$ cat src/rtl/iosc_fetch_pkg.sv
// Shared definitions for the instruction fetch unit: widths, unit-enable bits, FSM codes.
// Buffer depth depends on IOSC_FETCH_PREFETCH_EN (defined: 2-entry prefetch, undefined: 1-entry demand fetch).
package iosc_fetch_pkg;

    localparam int IOSC_DATA_WIDTH = 8;
    localparam int IOSC_ADDR_WIDTH = 8;

    // Decoder output-enable bit that requests the next instruction
    localparam int IOSC_EN_INS_PC = 11;

`ifdef IOSC_FETCH_PREFETCH_EN
    localparam int FETCH_DEPTH = 2;
`else
    localparam int FETCH_DEPTH = 1;
`endif

    typedef enum logic [1:0] {
        ST_IDLE    = 2'd0,
        ST_REQ     = 2'd1,
        ST_DISCARD = 2'd2
    } fetch_state_e;

endpackage

$ cat src/rtl/iosc_fetch_if.sv
// Instruction-memory read bus between the fetch unit (master) and memory (slave).
// Data returns in the same cycle as mem_ack.
interface iosc_fetch_if #(
    parameter int ADDR_WIDTH = 8,
    parameter int DATA_WIDTH = 8
) ();
    logic                  mem_req;
    logic [ADDR_WIDTH-1:0] mem_addr;
    logic                  mem_ack;
    logic [DATA_WIDTH-1:0] mem_rdata;

    modport master (output mem_req, output mem_addr, input mem_ack, input mem_rdata);
    modport slave  (input mem_req, input mem_addr, output mem_ack, output mem_rdata);
endinterface

$ cat src/rtl/iosc_fetch_fetch_buf.sv
// Small shift-style instruction FIFO; entry 0 is always the head, so any DEPTH >= 1 works.
// Flush dominates push/pop; the caller guarantees a push never overflows.
module fetch_buf #(
    parameter int DEPTH      = 1,
    parameter int DATA_WIDTH = 8,
    localparam int CW        = $clog2(DEPTH + 1)
) (
    input  logic                  clk,
    input  logic                  rst_n,
    input  logic                  push,
    input  logic [DATA_WIDTH-1:0] push_data,
    input  logic                  pop,
    input  logic                  flush,
    output logic [DATA_WIDTH-1:0] head,
    output logic [CW-1:0]         count
);
    logic [DATA_WIDTH-1:0] entries_reg [DEPTH];
    logic [DATA_WIDTH-1:0] shift_in    [DEPTH];
    logic [CW-1:0]         count_reg;
    logic [CW-1:0]         wr_idx;
    logic                  pop_ok;

    assign pop_ok = pop && (count_reg != '0);
    // With a simultaneous pop the new word lands one slot lower, after the shift
    assign wr_idx = pop_ok ? (count_reg - CW'(1)) : count_reg;

    for (genvar gi = 0; gi < DEPTH; gi++) begin : g_shift
        if (gi < DEPTH - 1) begin : g_mid
            assign shift_in[gi] = entries_reg[gi + 1];
        end else begin : g_last
            assign shift_in[gi] = '0;
        end
    end

    always_ff @(posedge clk) begin
        if (!rst_n || flush) begin
            count_reg <= '0;
        end else if (push && !pop_ok) begin
            count_reg <= count_reg + CW'(1);
        end else if (pop_ok && !push) begin
            count_reg <= count_reg - CW'(1);
        end
        for (int i = 0; i < DEPTH; i++) begin
            if (push && (wr_idx == CW'(i))) begin
                entries_reg[i] <= push_data;
            end else if (pop_ok) begin
                entries_reg[i] <= shift_in[i];
            end
        end
    end

    assign head  = (count_reg != '0) ? entries_reg[0] : '0;
    assign count = count_reg;
endmodule

$ cat src/rtl/iosc_fetch.sv
// Instruction fetch unit: issues memory reads, buffers returned words, feeds the decoder.
// IOSC_FETCH_PREFETCH_EN defined: prefetch into a 2-entry buffer; undefined: demand fetch, 1 entry.
module iosc_fetch
    import iosc_fetch_pkg::*;
#(
    parameter int DATA_WIDTH = IOSC_DATA_WIDTH,
    parameter int ADDR_WIDTH = IOSC_ADDR_WIDTH
) (
    input  logic                  clk,
    input  logic                  rst_n,
    input  logic [15:0]           i_unit_oen,
    input  logic                  i_pc_load,
    input  logic [ADDR_WIDTH-1:0] i_pc_value,
    iosc_fetch_if.master          mem,
    output logic [DATA_WIDTH-1:0] o_ins,
    output logic                  o_ins_valid,
    output logic                  o_stall
);
    localparam int CW = $clog2(FETCH_DEPTH + 1);

    fetch_state_e          state_reg;
    logic [ADDR_WIDTH-1:0] fetch_addr_reg;
    logic [ADDR_WIDTH-1:0] mem_addr_reg;
    logic                  mem_req_reg;
    logic [CW-1:0]         count;
    logic [DATA_WIDTH-1:0] head;
    logic                  rd, ack, push, pop, issue;
    logic                  unused_oen;

    assign rd         = i_unit_oen[IOSC_EN_INS_PC];
    assign unused_oen = ^{i_unit_oen[15:IOSC_EN_INS_PC+1], i_unit_oen[IOSC_EN_INS_PC-1:0]};

    // Acks only count while a request is actually on the bus
    assign ack  = mem.mem_ack && mem_req_reg && (state_reg != ST_IDLE);
    assign push = (state_reg == ST_REQ) && ack && !i_pc_load;
    assign pop  = rst_n && rd && (count != '0) && !i_pc_load;

    assign o_ins_valid = rst_n && (count != '0) && !i_pc_load;
    assign o_ins       = o_ins_valid ? head : '0;
    assign o_stall     = rst_n && rd && ((count == '0) || i_pc_load);

`ifdef IOSC_FETCH_PREFETCH_EN
    logic [CW:0] count_next;
    // A new request is allowed only if its data will still fit after this cycle's push/pop
    assign count_next = {1'b0, count} + (CW+1)'(push) - (CW+1)'(pop);
    assign issue      = !i_pc_load && (count_next < (CW+1)'(FETCH_DEPTH));
`else
    assign issue = !i_pc_load && rd && (count == '0) && !push;
`endif

    always_ff @(posedge clk) begin
        if (!rst_n) begin
            state_reg      <= ST_IDLE;
            fetch_addr_reg <= '0;
            mem_req_reg    <= 1'b0;
            mem_addr_reg   <= '0;
        end else begin
            case (state_reg)
                ST_IDLE: begin
                    if (i_pc_load) begin
                        fetch_addr_reg <= i_pc_value;
                    end else if (issue) begin
                        state_reg    <= ST_REQ;
                        mem_req_reg  <= 1'b1;
                        mem_addr_reg <= fetch_addr_reg;
                    end
                end
                ST_REQ: begin
                    if (i_pc_load) begin
                        fetch_addr_reg <= i_pc_value;
                        if (ack) begin
                            state_reg   <= ST_IDLE;
                            mem_req_reg <= 1'b0;
                        end else begin
                            // Bus must finish the old read; its data is thrown away
                            state_reg <= ST_DISCARD;
                        end
                    end else if (ack) begin
                        fetch_addr_reg <= fetch_addr_reg + ADDR_WIDTH'(1);
                        if (issue) begin
                            mem_addr_reg <= fetch_addr_reg + ADDR_WIDTH'(1);
                        end else begin
                            state_reg   <= ST_IDLE;
                            mem_req_reg <= 1'b0;
                        end
                    end
                end
                ST_DISCARD: begin
                    if (i_pc_load) begin
                        fetch_addr_reg <= i_pc_value;
                    end
                    if (ack) begin
                        state_reg   <= ST_IDLE;
                        mem_req_reg <= 1'b0;
                    end
                end
                default: begin
                    state_reg   <= ST_IDLE;
                    mem_req_reg <= 1'b0;
                end
            endcase
        end
    end

    assign mem.mem_req  = mem_req_reg;
    assign mem.mem_addr = mem_addr_reg;

    fetch_buf #(
        .DEPTH      (FETCH_DEPTH),
        .DATA_WIDTH (DATA_WIDTH)
    ) u_buf (
        .clk       (clk),
        .rst_n     (rst_n),
        .push      (push),
        .push_data (mem.mem_rdata),
        .pop       (pop),
        .flush     (i_pc_load),
        .head      (head),
        .count     (count)
    );
endmodule

$ cat src/flat_wrapper.sv
// flat-port wrapper written by rule: the top's interface ports become plain ports
module iosc_fetch_flat import iosc_fetch_pkg::*;
#(
    parameter int DATA_WIDTH = IOSC_DATA_WIDTH,
    parameter int ADDR_WIDTH = IOSC_ADDR_WIDTH
)
  (clk, rst_n, i_unit_oen, i_pc_load, i_pc_value, o_ins, o_ins_valid, o_stall, mem_mem_req, mem_mem_addr, mem_mem_ack, mem_mem_rdata);
  iosc_fetch_if #(.ADDR_WIDTH(ADDR_WIDTH), .DATA_WIDTH(DATA_WIDTH)) mem_i ();
  input  logic clk;
  input  logic rst_n;
  input  logic [15:0] i_unit_oen;
  input  logic i_pc_load;
  input  logic [ADDR_WIDTH-1:0] i_pc_value;
  output logic [DATA_WIDTH-1:0] o_ins;
  output logic o_ins_valid;
  output logic o_stall;
  output wire logic [$bits(mem_i.mem_req)-1:0] mem_mem_req;
  output wire logic [$bits(mem_i.mem_addr)-1:0] mem_mem_addr;
  input wire logic [$bits(mem_i.mem_ack)-1:0] mem_mem_ack;
  input wire logic [$bits(mem_i.mem_rdata)-1:0] mem_mem_rdata;
  assign mem_mem_req = mem_i.mem_req;
  assign mem_mem_addr = mem_i.mem_addr;
  assign mem_i.mem_ack = mem_mem_ack;
  assign mem_i.mem_rdata = mem_mem_rdata;
  iosc_fetch #(.DATA_WIDTH(DATA_WIDTH), .ADDR_WIDTH(ADDR_WIDTH)) u_core (.clk(clk), .rst_n(rst_n), .i_unit_oen(i_unit_oen), .i_pc_load(i_pc_load), .i_pc_value(i_pc_value), .mem(mem_i), .o_ins(o_ins), .o_ins_valid(o_ins_valid), .o_stall(o_stall));
endmodule
$ cat config.mk
export PLATFORM = sky130hd
export DESIGN_NAME = iosc_fetch_flat
export DESIGN_NICKNAME = d
export VERILOG_FILES = /design/src/rtl/iosc_fetch_pkg.sv /design/src/rtl/iosc_fetch_if.sv /design/src/rtl/iosc_fetch_fetch_buf.sv /design/src/rtl/iosc_fetch.sv /design/src/flat_wrapper.sv
export SDC_FILE = /design/constraint.sdc
export NUM_CORES = 1
export LEC_CHECK = 0
export CORE_MARGIN = 5
export CORE_UTILIZATION = 35
export CTS_CLUSTER_SIZE = 10
export DETAILED_ROUTE_END_ITERATION = 8
export DONT_BUFFER_PORTS = 1
export PLACE_DENSITY_LB_ADDON = 0.12
export SYNTH_ARGS = -nofsm -noshare
export SYNTH_HDL_FRONTEND = slang
export SYNTH_SLANG_ARGS = --single-unit
$ cat constraint.sdc
create_clock -name clk -period 3.45 [get_ports clk]
set_clock_uncertainty 0.1 [all_clocks]
set_input_delay 1.035 -clock clk [delete_from_list [all_inputs] [get_ports clk]]
set_output_delay 1.035 -clock clk [all_outputs]
set_load 0.01 [all_outputs]
Word level (Yosys, flattened, before mapping)
Memories as Yosys holds them, arrays and structs flattened. Index checks and enable logic that the tools add are counted.

Bits in registers: 20. Memory bits (writable): 8. Input port bits: 36. Output and inout bits: 19. Memories kept: 1.

$add $sub $neg: 3. Equality and inequality tests: 11. Multiplexer cells: 37. Bitwise operators: 2. Reductions and logical operators: 34.

Memories: u_core.u_buf.entries_reg (words 1, bits a word 8, read ports 1, clocked after memory_dff 0, write ports 1, RTL line iosc_fetch_fetch_buf.sv:17) `logic [DATA_WIDTH-1:0] entries_reg [DEPTH];`.

Operators by type and width (count): $mux W8 (11); $pmux W8 S2 (2); $logic_and A1 B1 Y1 (17); $mux W1 (15); $mux W2 (7); $ne A2 B1 Y1 const B (5); $add A8 B1 Y8 const B (1); $reduce_bool A2 Y1 (4); $reduce_or A8 Y1 (1); $pmux W2 S3 (1); $reduce_and A6 Y1 (1); $reduce_and A5 Y1 (1); $logic_not A1 Y1 (4); $ne A2 B2 Y1 const B (2); $reduce_and A4 Y1 (1); $ne A3 B2 Y1 const B (1); $ne A3 B3 Y1 const B (1); $pmux W1 S3 (1); $reduce_and A3 Y1 (1); $eq A2 B1 Y1 const B (1); $eq A2 B2 Y1 const B (1); $logic_not A2 Y1 (1); $logic_or A1 B1 Y1 (2); $not A1 Y1 (2); 3 further kinds (3).

Logic depth before layout (Yosys ltp)
Depth after elaboration: 11. Mapped depth: 6. Depth with buffers taken out: 5.

Modules after synthesis
From an unflattened synthesis, not the netlist that was laid out.

Cells, all modules: 158. Area total of the unflattened synthesis: 1435.1 µm².

By module, submodules not included: iosc_fetch (instances 1, cells each 127, area an instance 1004.7 µm², seq. area each 380.4 µm²); fetch_buf (instances 1, cells each 31, area an instance 430.4 µm², seq. area each 260.2 µm²).

Worst setup path after synthesis
No wires, ideal clock.

Kind: input -> register. From: in i_pc_load. To: mem u_core.u_buf.entries_reg[0][0], enable pin. Library setup time: 0.384 ns. Data arrival time: 2.320 ns. Path slack: 0.646 ns. Stages: 4. Buffers on the path: 1. Cells stage by stage: buf_6 -> nand2b_4 -> or3_4 -> o21ai_0.

Cells in the longest elaborated chain, start to end: 10.

RTL lines: start, declared (RTL line flat_wrapper.sv:12) `input logic i_pc_load;`; $logic_not A1 Y1 * (RTL line iosc_fetch.sv:35, iosc_fetch.sv:36); $logic_and A1 B1 Y1 (RTL line iosc_fetch.sv:36) `assign pop = rst_n && rd && (count != '0) && !i_pc_load;`; $logic_and A1 B1 Y1 (RTL line iosc_fetch_fetch_buf.sv:23) `assign pop_ok = pop && (count_reg != '0);`; $mux W1 (RTL line iosc_fetch_fetch_buf.sv:25) `assign wr_idx = pop_ok ? (count_reg - CW'(1)) : count_reg;`; $not A1 Y1 (RTL line iosc_fetch_fetch_buf.sv:44) `if (push && (wr_idx == CW'(i))) begin`; $logic_and A1 B1 Y1 (RTL line iosc_fetch_fetch_buf.sv:44); $mux W1 (RTL line iosc_fetch_fetch_buf.sv:44); $mux W1 (not written as such) (RTL line iosc_fetch_fetch_buf.sv:47) `entries_reg[i] <= shift_in[i];`; $reduce_or A8 Y1 (no line); $mux W1 (no line) *; end, declared (RTL line iosc_fetch_fetch_buf.sv:17).

Mark *: on every way between the ends. The rest lies on a longest branch, timed or not.

Worst setup path in the final report
From: in i_pc_load. To: out o_ins[0].

Cells in the longest elaborated chain, start to end: 3.

RTL lines: $logic_not A1 Y1 (RTL line iosc_fetch.sv:38) `assign o_ins_valid = rst_n && (count != '0) && !i_pc_load;`; $logic_and A1 B1 Y1 (RTL line iosc_fetch.sv:38); $mux W8 (RTL line iosc_fetch.sv:39) `assign o_ins = o_ins_valid ? head : '0;`; end, declared (RTL line flat_wrapper.sv:14) `output logic [DATA_WIDTH-1:0] o_ins;`.

No other way between the ends.

==> flow_summary.json <==
{
  "cp.required_ns": 2.31,
  "final_core_util_pct": 37.07,
  "hold_viol": 0,
  "initial_utilization_pct": 35.54,
  "antenna_cells": 0,
  "ant_nets": 0,
  "port_buffers": 0,
  "final-max-slew-violation-count": 0,
  "yosys_warnings": 0,
  "synth.avg_cell_area_um2": 9.469,
  "cp-start-kind": "input pin",
  "boundaryPins": 55,
  "first_global_vias": 1016,
  "tns_ns": 0,
  "clk_pin_slew_ns": 0.09,
  "antenna_found_initial": 0,
  "grt_pass1_wl_mm": 4.988,
  "rows": 23,
  "powerDensity_nw_per_um2": 405.7,
  "outcome": "finished, final reports clean",
  "cts_tree": "done",
  "synth_cell_type_count": 40,
  "routed_wl_mm": 3.050,
  "slowest_stage": "and3b_1",
  "cp-end-kind": "output port",
  "grt-ovfl-total": 0,
  "holdPathStages": 2,
  "ctsHoldBuffers": 0,
  "drt-initial-drc-count": 43,
  "dr.pass1.iters": 4,
  "dieArea_um2": 5369,
  "critical_path.cell_chain": "and3b_1 -> and2_1",
  "reg2reg_depth": 4,
  "crit_path_max_incr_delay_ns": 0.39,
  "nNetsFinal": 183,
  "synthToLayoutAreaGrowth_pct": 4.286,
  "cap_violations": 0,
  "grtUsageTotal_pct": 12.07,
  "arrival_ns": 1.66,
  "cp.buffers_inverters": 0,
  "drc_errors": 0,
  "viasPerCell": 5.421,
  "syn_inst": 148,
  "yosys.area.top_type": "dfxtp_1",
  "synth_area_um2": 1401,
  "die_x_um": 73.28,
  "h-tree-depth": 1,
  "clk_latency_ns": 0.27,
  "post_cts_buffers": 0,
  "drive_gt1_share_pct": 11.72,
  "cts_sinks": 28,
  "worstHoldPathType": "reg2reg",
  "die-height_um": 73.28,
  "ys_seq_elements": 28,
  "max-slew-margin-rel_pct": 59.21,
  "core_area_um2": 3943,
  "setup_viol": 0,
  "crit_type": "in2out",
  "p_leak_nw": 0.5159,
  "cts_buffers": 3,
  "synth_seq_area_share_pct": 45.71,
  "worst_pin_slew_ns": 0.6118,
  "vias": 1057,
  "worstPathMaxFanout": 11,
  "syn_nets": 185,
  "min_period_ns": 2.798,
  "fmax_mhz": 357.4,
  "cts_root_buffer": "clkbuf_8",
  "rsz0062_at_grt": "false",
  "dpl.hpwl_mm": 2.255,
  "wl_per_cell_um": 15.64,
  "netlist_top_cells_area": "dfxtp_1, edfxtp_1, mux2i_1, nor2b_2, nand2_1",
  "path_depth": 2,
  "crit_family": "simple AND/OR/NAND/NOR gates",
  "clk_path_buf_depth": 2,
  "synth_top_cell_area_share_pct": 28.57,
  "ir_drop_mv": 0.1217,
  "fin_crit_sh_pct": 81.11,
  "place.gp.congestion": 0.8389,
  "post_cts_resized": 0,
  "grt_max_degree": 16
}
==> synth_stat cells <==
| master | number |
|---|---|
| a211oi_1 | 1 |
| a21oi_1 | 10 |
| a311oi_1 | 1 |
| a31oi_1 | 1 |
| and2_1 | 8 |
| and3_1 | 3 |
| and3b_1 | 1 |
| buf_2 | 2 |
| buf_4 | 2 |
| buf_6 | 2 |
| clkbuf_1 | 2 |
| dfxtp_1 | 20 |
| edfxtp_1 | 8 |
| ha_1 | 1 |
| inv_1 | 4 |
| mux2i_1 | 9 |
| nand2_1 | 16 |
| nand2b_1 | 1 |
| nand2b_4 | 1 |
| nand3_1 | 6 |
| nand3b_1 | 1 |
| nand4_1 | 1 |
| nor2_1 | 11 |
| nor2b_1 | 1 |
| nor2b_2 | 8 |
| nor2b_4 | 1 |
| nor3_1 | 5 |
| nor4_1 | 1 |
| nor4_2 | 1 |
| o2111a_1 | 1 |
| o2111ai_1 | 1 |
| o211ai_1 | 3 |
| o21a_1 | 1 |
| o21ai_0 | 4 |
| o21ai_2 | 1 |
| o22ai_1 | 3 |
| o2bb2ai_1 | 1 |
| or3_1 | 2 |
| or3_4 | 1 |
| xnor2_1 | 1 |
==> metrics by stage <==
step | instance area, um^2 | setup slack [ns] | instances | hold WS, ns | power (mW)
5_1_grt | 1461 | 0.5825 | 195 | 0.4844 | 0.6282
4_1_cts | 1461 | 0.6292 | 195 | 0.4390 | 0.6050
3_3_place_gp | 1416 | 0.6476 | 191 | 0.4187 | 0.4211
2_1_floorplan | 1401 | 0.6464 | 148 | 0.3757 | 0.4161
3_5_place_dp | 1416 | 0.6304 | 191 | 0.4245 | 0.4221
6_report | 1461 | 0.6517 | 195 | 0.4417 | 0.5930
==> cells in the final DEF, fill, tap and decap left out, drive strengths merged, types with 4 or more instances in the layout <==
cell type,count
a21oi,10
nor2,11
inv,4
nor3,5
nor2b,10
edfxtp,8
o21ai,5
mux2i,9
dfxtp,20
and2,8
nand3,6
nand2,16
==> area by class of cell <==
cell class	count	area, um^2
multi-input combinational	108	690.7
fill	405	2481
clock buffer	3	41.29
tap	50	62.56
clock inverter	1	3.754
inverter	4	15.01
timing repair buffer	1	7.507
sequential	28	640.6
==> cell families after synthesis <==
family          Yosys count  share of synthesized area, %
compound gates           28                         12.77
buf+inv                  12                         4.999
fa+ha+maj                 1                        0.8927
flops                    28                         45.71
xor+xnor                  1                        0.6251
mux                       9                         6.429
simple gates             69                         28.57
==> metal layers <==
metal	share of wire, %	global-route usage [%]	vias up
met5	0	0	-
met4	1.3	4.918	0
met3	10	4.378	4
met2	46	18.77	36
met1	43	15.07	498
li1	-	-	519
==> where the power goes <==
group          switching (mW)  total (mW)  internal [mW]
registers              0.0168       0.366          0.349
clock network          0.0991       0.179         0.0800
logic                  0.0251      0.0477         0.0226
total                   0.141       0.593          0.452
==> final timing paths <==
check | startpoint | end | slack [ns]
setup reg to reg | u_core.state_reg[0] | u_core.u_buf.entries_reg[0][7] | 1.60
hold / removal | u_core.fetch_addr_reg[3] | u_core.fetch_addr_reg[3] | 0.44
setup / recovery | i_pc_load | o_ins[0] | 0.65
hold reg to reg | u_core.fetch_addr_reg[3] | u_core.fetch_addr_reg[3] | 0.44
No activity file was read; power rests on OpenSTA's default activity.
==> RTL change 1 (same flow settings) <==
The option `IOSC_FETCH_PREFETCH_EN` is turned on by a define.
--- a/src/rtl/iosc_fetch_pkg.sv
+++ b/src/rtl/iosc_fetch_pkg.sv
@@ -1,5 +1,7 @@
 // Shared definitions for the instruction fetch unit: widths, unit-enable bits, FSM codes.
 // Buffer depth depends on IOSC_FETCH_PREFETCH_EN (defined: 2-entry prefetch, undefined: 1-entry demand fetch).
+`define IOSC_FETCH_PREFETCH_EN
+
 package iosc_fetch_pkg;
 
     localparam int IOSC_DATA_WIDTH = 8;
Check against the original RTL: not equivalent (Yosys sat finds a counterexample within 4 cycles, from zero or initial values and one cycle with rst_n low).
==> RTL change 1 against the original RTL <==
- critical endpoint is now u_core.mem.mem_addr[1]
- highest routed layer unchanged
- worst setup slack got worse by 330 ps
- die area grew 44%
- cell area is 62% higher
- total power is 62% higher
- critical path depth rose by 8
- synthesized area is 51% higher
- sequential power is 31% higher
- sequential cell count rose by 9
- hold slack got worse by 83 ps
- routed wire length increased by 61%
==> RTL change 1: results (changes against the original RTL) <==
status = finished clean (unchanged)
Post-Route WL = 4920 um (was 3050 um)
Place WS = 12.9 ps (was 630 ps)
later-pin clock latency in the skew report = 290 ps (was 270 ps)
Internal = 716 uW (was 452 uW)
estimated wirelength of the detail-placed design = 3520 um (was 2260 um)
first-pass GRT wire length = 8010 um (was 4990 um)
Multi-input gate area = 1190 um^2 (was 691 um^2)
CORE AREA = 5920 um^2 (was 3940 um^2)
Clock buf/inv share = 4.87% (was 3.08%)
dpl cells = 309 (was 191)
Clock power frac = 40.6% (was 30.2%)
non-clk buf share = 3.49% (was 0.514%)
multi-input gates = 170 (was 108)
static leakage = 0.00101 uW (was 0.000516 uW)
Hold WS = 359 ps (was 442 ps)
FFs & Latches = 37 (was 28)
Logic pwr share = 9.3% (was 8.0%)
Iter 0 DRT Violations = 48 (was 43)
Hold Crit Endpoint = u_core.u_buf.entries_reg[1][0] (was u_core.fetch_addr_reg[3])
worst slew pin tran = 660 ps (was 612 ps)
Filler cells = 613 (was 405)
top cells by area in the synthesized netlist = dfxtp_1, edfxtp_1, nand2_1 (was dfxtp_1, edfxtp_1, mux2i_1)
hold_sp = u_core.u_buf.entries_reg[1][0] (was u_core.fetch_addr_reg[3])
layout cells sized above 1 = 17.4% (was 11.7%)
CTS buffer count = 5 (was 3)
Reg-to-Reg Start = u_core.u_buf.count[1] (was u_core.state_reg[0])
Seq/total area = 34.7% (was 43.8%)
number of vias in the routed layout = 1700 (was 1057)
worst r2r dst = u_core.mem.mem_addr[1] (was u_core.u_buf.entries_reg[0][7])
syn nets = 279 (was 185)
Synth top cells by count = nand2_1, dfxtp_1, nor2_1 (was dfxtp_1, nand2_1, nor2_1)
Peak VDD IR = 0.229 mV (was 0.122 mV)
post-synth cell types = 49 (was 40)
vias in the first global route = 1645 (was 1016)
## RTL change 1: cell types whose count changed in the layout (fill, tap and decap cells not counted), sizes merged, moves of 4 or more
cell / change
dfxtp: +9
inv: +12
nor2b: -9
mux2: +10
nand2: +18
and2: -5
nor3b: +4
nor2: +7
and3: +8
buf: +10
xor2: +4
## RTL change 1: worst max-delay path, cell delays in order
cell      delay [ps]
nor2_4            90
nand4_1          130
ha_1             300
nand2b_4         140
fa_1             540
or3b_4           410
a211oi_4         210
buf_4            180
buf_4            110
o211a_1          120
## RTL change 1: worst max path at each step
| stage | startpoint | endpoint | slack (ps) | cells past startpoint |
|---|---|---|---|---|
| after floorplan | i_pc_load | u_core.mem.mem_addr[3] | -80 | 10 |
| after global placement | i_pc_load | u_core.mem.mem_addr[1] | 10 | 10 |
| after detailed placement | i_pc_load | u_core.mem.mem_addr[1] | 10 | 10 |
| after CTS | i_pc_load | u_core.mem.mem_addr[1] | 320 | 10 |
| after global routing | i_pc_load | u_core.mem.mem_addr[2] | 220 | 10 |
| final | i_pc_load | u_core.mem.mem_addr[1] | 320 | 10 |
## RTL change 1: metal layers
metal  global-route usage (%)  vias to the layer above  part of all wire (%)
li1                         -                      851                     -
met1                     15.5                      805                    43
met2                     22.4                       34                    48
met3                     5.17                       10                   6.7
met4                     6.00                        0                   2.3
met5                        0                        -                     0
## RTL change 1: cell families after synthesis
group                      after synthesis  synth area share (%)
and+or+nand+nor                         93                  21.7
DFF                                     37                  38.7
xor gates and xnor gates                 5                  2.06
adders and majority gates                5                  3.30
buffers and inverters                   31                  6.25
muxes                                   19                  9.56
AOI/OAI and AO/OA                       48                  18.4
==> RTL change 2 (same flow settings) <==
Made on the original files. Re-encode `fetch_state_e` (3 states) as one-hot, 3 bits wide.
--- a/src/rtl/iosc_fetch_pkg.sv
+++ b/src/rtl/iosc_fetch_pkg.sv
@@ -14,10 +14,10 @@
     localparam int FETCH_DEPTH = 1;
 `endif
 
-    typedef enum logic [1:0] {
-        ST_IDLE    = 2'd0,
-        ST_REQ     = 2'd1,
-        ST_DISCARD = 2'd2
+    typedef enum logic [2:0] {
+        ST_IDLE    = 3'b001,
+        ST_REQ     = 3'b010,
+        ST_DISCARD = 3'b100
     } fetch_state_e;
 
 endpackage
Function: no difference found for any inputs over 4 cycles, from zero or initial values and one cycle with rst_n low; so few cycles prove little.
==> RTL change 2 against the original RTL <==
- hold slack got worse by 64 ps
- critical path type unchanged
- critical endpoint is now o_ins[7]
- total power grew 43%
- non-clock buffer count rose by 1
- synthesized cell count increased by 7.4%
- critical path depth increased by 1
- worst setup slack lost 41 ps
- routed wire length up 16%
- combinational power rose by 91%
- sequential cell count up 1
- cell area is 17% higher
- sequential power increased by 7.7%
- synthesized area is 13% higher
==> RTL change 2: results (changes against the original RTL) <==
Filler cells = 428 (was 405)
Peak VDD IR = 0.220 mV (was 0.122 mV)
mux contribution to synthesized area = 5.07% (was 6.43%)
worst r2r dst = u_core.u_buf.entries_reg[0][4] (was u_core.u_buf.entries_reg[0][7])
DP Area = 1600 um^2 (was 1420 um^2)
adder-cell area share of the yosys netlist = 0.792% (was 0.893%)
post-synth cell types = 53 (was 40)
worst slew pin tran = 548 ps (was 612 ps)
met2 Usage GRT = 19.2% (was 18.8%)
sequential area share after synthesis = 41.8% (was 45.7%)
global placer's final weighted congestion = 0.742 (was 0.839)
Synth top cells by count = dfxtp_1, and2_1, nand2_1 (was dfxtp_1, nand2_1, nor2_1)
Place WS = 586 ps (was 630 ps)
grt met3 use = 5.27% (was 4.38%)
top cells by area in the synthesized netlist = dfxtp_1, edfxtp_1, and2_1 (was dfxtp_1, edfxtp_1, mux2i_1)
layout cells sized above 1 = 11.3% (was 11.7%)
CTS buffer count = 5 (was 3)
Worst Hold Depth = 1 (was 2)
vias in the first global route = 1196 (was 1016)
first-pass GRT wire length = 5870 um (was 4990 um)
status = finished clean (unchanged)
Worst Path Arrival = 1700 ps (was 1660 ps)
Iter 0 DRT Violations = 36 (was 43)
static leakage = 0.000671 uW (was 0.000516 uW)
estimated wirelength of the detail-placed design = 2620 um (was 2260 um)
Reg-to-Reg Start = u_core.state_reg[1] (was u_core.state_reg[0])
Hold WS = 377 ps (was 442 ps)
largest net degree at the start of global routing = 18 (was 16)
syn nets = 196 (was 185)
switching share of power = 23.5% (was 23.8%)
CP max-delay cell = and3_1 (was and3b_1)
CP endpoint = o_ins[7] (was o_ins[0])
syn_area_per_cell = 9.93 um^2 (was 9.47 um^2)
Post-Route WL = 3530 um (was 3050 um)
FMAX = 0.352 GHz (was 0.357 GHz)
H-tree levels = 2 (was 1)
Worst R2R Setup Slack = 1340 ps (was 1600 ps)
hold_sp = u_core.fetch_addr_reg[7] (was u_core.fetch_addr_reg[3])
Synth Area in Compound Gates = 18.9% (was 12.8%)
[RTL change 2: layer usage]
metal,share of wire [%],up-vias
met4,1.5,0
met1,44,577
met2,46,41
met5,0,-
met3,8.7,6
li1,-,583
[RTL change 2: area by class of cell]
type | count | area, um^2 | share of cell area [%]
inverters | 4 | 15.0 | 0.875
clock inverters | 1 | 30.0 | 1.75
flip-flops and latches | 29 | 661 | 38.5
clock buffers | 7 | 86.3 | 5.03
multi-input cells | 117 | 845 | 49.2
well taps | 52 | 65.1 | 3.79
repair buffers | 2 | 15.0 | 0.875
[RTL change 2: worst max-delay path: cells and delay by family]
kind,cells,cell delay [ps]
buffers and inverters,1,50
and+or+nand+nor,2,620
[RTL change 2: power groups by stage]
stage	combinational (uW)	clock, uW	sequential, uW
after floorplan	88.6	0	390
after global placement	88.4	0	401
after detailed placement	90.9	0	401
after CTS	91.7	373	394
after global routing	102	388	397
final	91.2	361	394
